**src/rtl/dff_rr_arbiter.sv**
```systemverilog
// dff_rr_arbiter: round-robin arbiter in front of one shared WIDTH-bit register.
// The winner's word is captured into dout and held valid until ack; one grant per word.
module dff_rr_arbiter #(
  parameter int unsigned N     = 4,
  parameter int unsigned WIDTH = 8
) (
  input  logic                   clk,
  input  logic                   rst,
  input  logic [N-1:0]           req,
  input  logic [N*WIDTH-1:0]     din,
  input  logic                   ack,
  output logic [N-1:0]           gnt,
  output logic [$clog2(N)-1:0]   owner,
  output logic [WIDTH-1:0]       dout,
  output logic                   dout_valid,
  output logic                   busy
);

  localparam int unsigned IW = $clog2(N);

  typedef enum logic {
    ST_IDLE = 1'b0,
    ST_HOLD = 1'b1
  } state_t;

  state_t           r_state;
  state_t           w_state_next;
  logic [N-1:0]     r_gnt;
  logic [N-1:0]     w_gnt_next;
  logic [IW-1:0]    r_owner;
  logic [IW-1:0]    w_owner_next;
  logic [IW-1:0]    r_last;
  logic [IW-1:0]    w_last_next;
  logic [WIDTH-1:0] r_dout;
  logic [WIDTH-1:0] w_dout_next;
  logic             r_valid;
  logic             w_valid_next;
  logic             r_busy;

  logic [2*N-1:0]   w_req2;
  logic [N-1:0]     w_rot;
  int unsigned      w_off;
  logic [IW-1:0]    w_win;
  logic [WIDTH-1:0] w_din_sel;

  // Winner: rotate req so bit 0 sits just past the last winner, take the lowest set bit.
  always_comb begin
    w_req2 = {req, req};
    w_rot  = N'(w_req2 >> (32'(r_last) + 32'd1));
    w_off  = 32'd0;
    for (int i = int'(N) - 1; i >= 0; i--) begin
      if (w_rot[i]) w_off = 32'(i);
    end
    w_win = IW'((32'(r_last) + w_off + 32'd1) % N);
  end

  // Select the winner's data word.
  always_comb begin
    w_din_sel = '0;
    for (int i = 0; i < int'(N); i++) begin
      if (w_win == IW'(i)) w_din_sel = din[i*WIDTH +: WIDTH];
    end
  end

  // Next-state and next-output logic; grant is a single-cycle pulse.
  always_comb begin
    w_state_next = r_state;
    w_gnt_next   = '0;
    w_owner_next = r_owner;
    w_last_next  = r_last;
    w_dout_next  = r_dout;
    w_valid_next = r_valid;
    unique case (r_state)
      ST_IDLE: begin
        if (|req) begin
          w_state_next = ST_HOLD;
          w_gnt_next   = N'(1) << w_win;
          w_owner_next = w_win;
          w_last_next  = w_win;
          w_dout_next  = w_din_sel;
          w_valid_next = 1'b1;
        end
      end
      ST_HOLD: begin
        if (ack) begin
          w_state_next = ST_IDLE;
          w_valid_next = 1'b0;
        end
      end
      default: begin
        w_state_next = ST_IDLE;
        w_valid_next = 1'b0;
      end
    endcase
  end

  // State and output registers; reset leaves requester 0 with top priority.
  always_ff @(posedge clk or posedge rst) begin
    if (rst) begin
      r_state <= ST_IDLE;
      r_gnt   <= '0;
      r_owner <= '0;
      r_last  <= IW'(N - 1);
      r_dout  <= '0;
      r_valid <= 1'b0;
      r_busy  <= 1'b0;
    end else begin
      r_state <= w_state_next;
      r_gnt   <= w_gnt_next;
      r_owner <= w_owner_next;
      r_last  <= w_last_next;
      r_dout  <= w_dout_next;
      r_valid <= w_valid_next;
      r_busy  <= w_valid_next;
    end
  end

  assign gnt        = r_gnt;
  assign owner      = r_owner;
  assign dout       = r_dout;
  assign dout_valid = r_valid;
  assign busy       = r_busy;

endmodule
```
**config.mk**
```make
export PLATFORM = sky130hd
export DESIGN_NAME = dff_rr_arbiter
export DESIGN_NICKNAME = d
export VERILOG_FILES = /design/src/rtl/dff_rr_arbiter.sv
export SDC_FILE = /design/constraint.sdc
export NUM_CORES = 1
export LEC_CHECK = 0
export BUFFER_PORTS_ARGS = -buffer_cell sky130_fd_sc_hd__buf_2
export CORE_UTILIZATION = 46
export CTS_BUF_LIST = sky130_fd_sc_hd__clkbuf_16
export CTS_CLUSTER_DIAMETER = 60
export DETAILED_ROUTE_END_ITERATION = 10
export PLACE_DENSITY = 0.8
export REMOVE_ABC_BUFFERS = 1
export SLEW_MARGIN = 15
export SYNTH_ARGS = -nofsm -noshare
export SYNTH_HDL_FRONTEND = slang
export SYNTH_SLANG_ARGS = --single-unit
```
**constraint.sdc**
```tcl
create_clock -name clk -period 4 [get_ports clk]
set_clock_uncertainty 0.15 [all_clocks]
set_input_delay 0.2 -clock clk [delete_from_list [all_inputs] [get_ports clk]]
set_output_delay 0.2 -clock clk [all_outputs]
set_load 0.005 [all_outputs]
```
==> results summary <==
The overall overflow remaining after global route is 0. The number of placed instances, taps included, is 195. After detailed routing, the average wire length per cell comes to 14.7 µm. The number of cells traversed by the worst hold path is 3. The clock tree from TritonCTS is yes.

Based on the critical path, the design can be clocked at up to 313 MHz. The wire length of the first global-routing pass is 4620 µm. The area added between synthesis and finish came out at 31.3%. Once layout is complete, the cells apart from fillers number 201.

The library cell used most frequently in the layout, excluding fill and tap cells, is sky130_fd_sc_hd__buf_2. The fraction of the yosys area taken by sequential cells is 40.2%. The final critical path time including I/O delays and setup is 3190 ps.

The final number of setup-violating endpoints came out at 0. The synthesized netlist devotes 1.11% of its cell area to adder and majority cells. The critical path startpoint category is a flip-flop. The clock buffer count from CTS is 3. The number of placement rows came out at 17. The remaining max-slew budget at the tightest pin came out at 30.9%.

The maximum fanout along the worst path is 14. The portion of synthesized cell area occupied by the leading cell type is 35.6%. The die boundary width is 51.5 µm. STA puts the critical path data arrival time at 3170 ps. The run finished with clean final reports. The post-synthesis simple-gate area fraction came out at 19.2%.

The actual slew at the worst max-slew pin is 1040 ps. The area of the core is 2250 µm². After synthesis, the largest family of logic cells by area is compound AO/OA/AOI/OAI gates. The die span in y came out at 51.5 µm. The fraction of final layout cells with drive strength greater than 1 is 37.0%.

The count of antenna-violating nets left after detailed routing is 0. The number of instances in the synthesized netlist is 123. The starting utilization of the core area came out at 49.9%. The number of global-route vias before repair came out at 1034. The average instance in the mapped netlist occupies 9.16 µm². The xor-xnor portion of the synthesized cell area is 0.778%. By startpoint and endpoint, the worst setup path is classified as flip-flop to flip-flop.

The total of warnings raised by yosys came out at 0. The number of violations reported at the end of detailed-routing iteration 0 came out at 14. The half-perimeter wire length of the detailed placement result came out at 2090 µm. The critical path required time is 3980 ps. The largest area contributor in the synthesized netlist is sky130_fd_sc_hd__dfrtp_1.

Summing every instance area after synthesis gives 1130 µm². The final net count came out at 214. Once the clock tree was built, the setup fixing pass inserted 0 buffers. Counting cells, the worst reg-to-reg path comes to 10. The worst-skew pair later-pin latency is 250 ps. The compound-gate portion of the synthesized area came out at 23.9%. VDD sags by at most 0.873 mV. The number of primary I/O pins is 55.

The routed via count divided by cell count is 5.64. The first detailed-routing pass ran for 4 iterations. The top cell types in the final layout, fill and taps aside, are sky130_fd_sc_hd__buf_2 (54), sky130_fd_sc_hd__dfrtp_1 (16), sky130_fd_sc_hd__nor2_1 (8), sky130_fd_sc_hd__a21oi_1 (8), sky130_fd_sc_hd__nand3_1 (8). Entering global routing, the biggest net connects 22 pins.

The clock sink count came out at 18. The number of max-capacitance violations reported is 0. Synthesis inferred 18 register bits. After clock tree synthesis, the flow added hold-fix buffers numbering 2. By area the synthesized netlist is led by sky130_fd_sc_hd__dfrtp_1 (36%), sky130_fd_sc_hd__dfstp_2 (4.7%), sky130_fd_sc_hd__mux2_1 (4.0%), sky130_fd_sc_hd__a21oi_1 (3.6%), sky130_fd_sc_hd__a221o_1 (3.6%). The leakage dissipation came out at 0.710 nW.

The maximum root-to-sink buffer count is 2. The tree is rooted in a sky130_fd_sc_hd__clkbuf_16. The total power is 1.18 mW.

The min-delay analysis places its worst path in the category input port to flip-flop. The number of antenna violations at the first check in global routing was 0. The number of H-tree levels is 1. For this run, design rule violations remaining after detail routing come to 0. The clock transition at the register clock pins on the worst setup and hold paths after CTS is 50 ps. The full die area came out at 2650 µm². After synthesis, the share of cell area in mux cells is 8.89%. Summed over all layers, the routed wires come to 2960 µm. The number of diodes is 0. The cell area power density is 799 nW/µm². The worst setup path is captured at a flip-flop. The number of failing hold endpoints at the final stage is 0.

Post-CTS repair changed the size of 0 cells. The overall fraction of global-route tracks in use is 24.2%. The final count of pins violating max slew came out at 0. In the final timing run, aggregate negative setup slack is 0 ps.

For this block, the via count after detailed routing is 1134. The part of the cycle the worst path needs came out at 79.8%. Routability-driven placement finished with a final weighted congestion of 0.722. Setup repair after global routing left no endpoint under its margin. The count of different cell masters after synthesis came out at 37. The count of input and output buffers came out at 54.
## logic make-up (layout without fill, tap and decap cells)
group	count (synthesis)	in the layout
AOI/OAI and AO/OA	40	40
and+or+nand+nor	40	40
DFF	18	18
buffers and inverters	14	64
muxes	9	9
adders and majority gates	1	1
xor gates and xnor gates	1	1
## state kept, by name, summed over array words and instances (netlist names)
| name | flops |
|---|---|
| busy | 1 |
| dout | 8 |
| gnt | 4 |
| owner | 2 |
| r_last | 2 |
| r_state | 1 |
## report_power, final
part           internal, mW  switching, mW  total, mW
Clock                 0.133         0.0706      0.204
Combinational         0.281          0.366      0.647
Sequential            0.270         0.0609      0.331
## path summary, 6_finish.rpt
kind / from / to / slack [ps]
max in group asynchronous: rst / dout[6] / 2810
worst min-delay path: din[14] / dout[6] / 90
worst max register to register: r_last[0] / dout[3] / 810
worst min register to register: owner[1] / owner[1] / 340
min in group asynchronous: rst / dout[0] / 450
worst max-delay path: r_last[0] / dout[3] / 810
## metal layers
layer | wire (µm) | up-vias | global-route usage [%]
met5 | 0 | - | 0
met4 | 74 | 0 | 11.7
met3 | 142 | 8 | 5.36
met2 | 1490 | 41 | 39.8
met1 | 1250 | 532 | 29.4
li1 | - | 553 | -
## area by class of cell
cell class / count / area, µm²
fill: 193 / 776
inverter: 4 / 15.0
clock inverter: 1 / 3.75
multi-input combinational: 91 / 607
timing repair buffer: 56 / 290
tap: 28 / 35.0
clock buffer: 3 / 75.1
sequential: 18 / 453
## through the flow
stage | worst slack (ps) | area, µm² | util [%] | hold WS (ps)
2_1_floorplan | 1190 | 1070 | - | -12.9
3_3_place_gp | 1000 | 1380 | 61.2 | 170
3_5_place_dp | 848 | 1380 | 61.2 | 188
4_1_cts | 826 | 1480 | 65.6 | 88.8
5_1_grt | 609 | 1480 | 65.6 | 101
6_report | 807 | 1480 | 65.6 | 87.6
## synthesized netlist by cell type
| library cell | count |
|---|---|
| sky130_fd_sc_hd__a221o_1 | 4 |
| sky130_fd_sc_hd__buf_2 | 2 |
| sky130_fd_sc_hd__inv_1 | 4 |
| sky130_fd_sc_hd__dfstp_2 | 2 |
| sky130_fd_sc_hd__or2_1 | 2 |
| sky130_fd_sc_hd__nor3_1 | 5 |
| sky130_fd_sc_hd__nor3b_1 | 5 |
| sky130_fd_sc_hd__xnor2_1 | 1 |
| sky130_fd_sc_hd__dfrtp_1 | 16 |
| sky130_fd_sc_hd__or3_1 | 1 |
| sky130_fd_sc_hd__buf_6 | 1 |
| sky130_fd_sc_hd__a21oi_1 | 8 |
| sky130_fd_sc_hd__nand2_1 | 6 |
| sky130_fd_sc_hd__ha_1 | 1 |
| sky130_fd_sc_hd__nor2_2 | 1 |
| sky130_fd_sc_hd__nor3_4 | 1 |
| sky130_fd_sc_hd__a21boi_0 | 1 |
| sky130_fd_sc_hd__a31oi_1 | 1 |
| sky130_fd_sc_hd__nand3_1 | 8 |
| sky130_fd_sc_hd__a32o_1 | 1 |
| sky130_fd_sc_hd__o21ai_1 | 5 |
| sky130_fd_sc_hd__o21ai_0 | 7 |
| sky130_fd_sc_hd__nor2_1 | 8 |
| sky130_fd_sc_hd__clkbuf_1 | 6 |
| sky130_fd_sc_hd__mux2_1 | 4 |
| sky130_fd_sc_hd__buf_4 | 1 |
| sky130_fd_sc_hd__mux2i_1 | 4 |
| sky130_fd_sc_hd__mux2_4 | 1 |
| sky130_fd_sc_hd__a21o_1 | 1 |
| sky130_fd_sc_hd__o22ai_1 | 1 |
| sky130_fd_sc_hd__a311oi_1 | 1 |
| sky130_fd_sc_hd__o21a_2 | 1 |
| sky130_fd_sc_hd__nand3b_1 | 1 |
| sky130_fd_sc_hd__nand2b_1 | 2 |
| sky130_fd_sc_hd__a22oi_1 | 4 |
| sky130_fd_sc_hd__o31a_1 | 4 |
| sky130_fd_sc_hd__a21oi_2 | 1 |
## critical path: stages, from the launching register on
cell and delay [ps]:
sky130_fd_sc_hd__dfstp_2 630, sky130_fd_sc_hd__nor3_1 70, sky130_fd_sc_hd__a311oi_1 280, sky130_fd_sc_hd__a21oi_1 70, sky130_fd_sc_hd__nor2_1 100, sky130_fd_sc_hd__ha_1 170, sky130_fd_sc_hd__xnor2_1 190, sky130_fd_sc_hd__nor3_4 100
sky130_fd_sc_hd__nor2_2 580, sky130_fd_sc_hd__mux2_1 400, sky130_fd_sc_hd__a221o_1 330
Power figures use the tool's default switching activity.
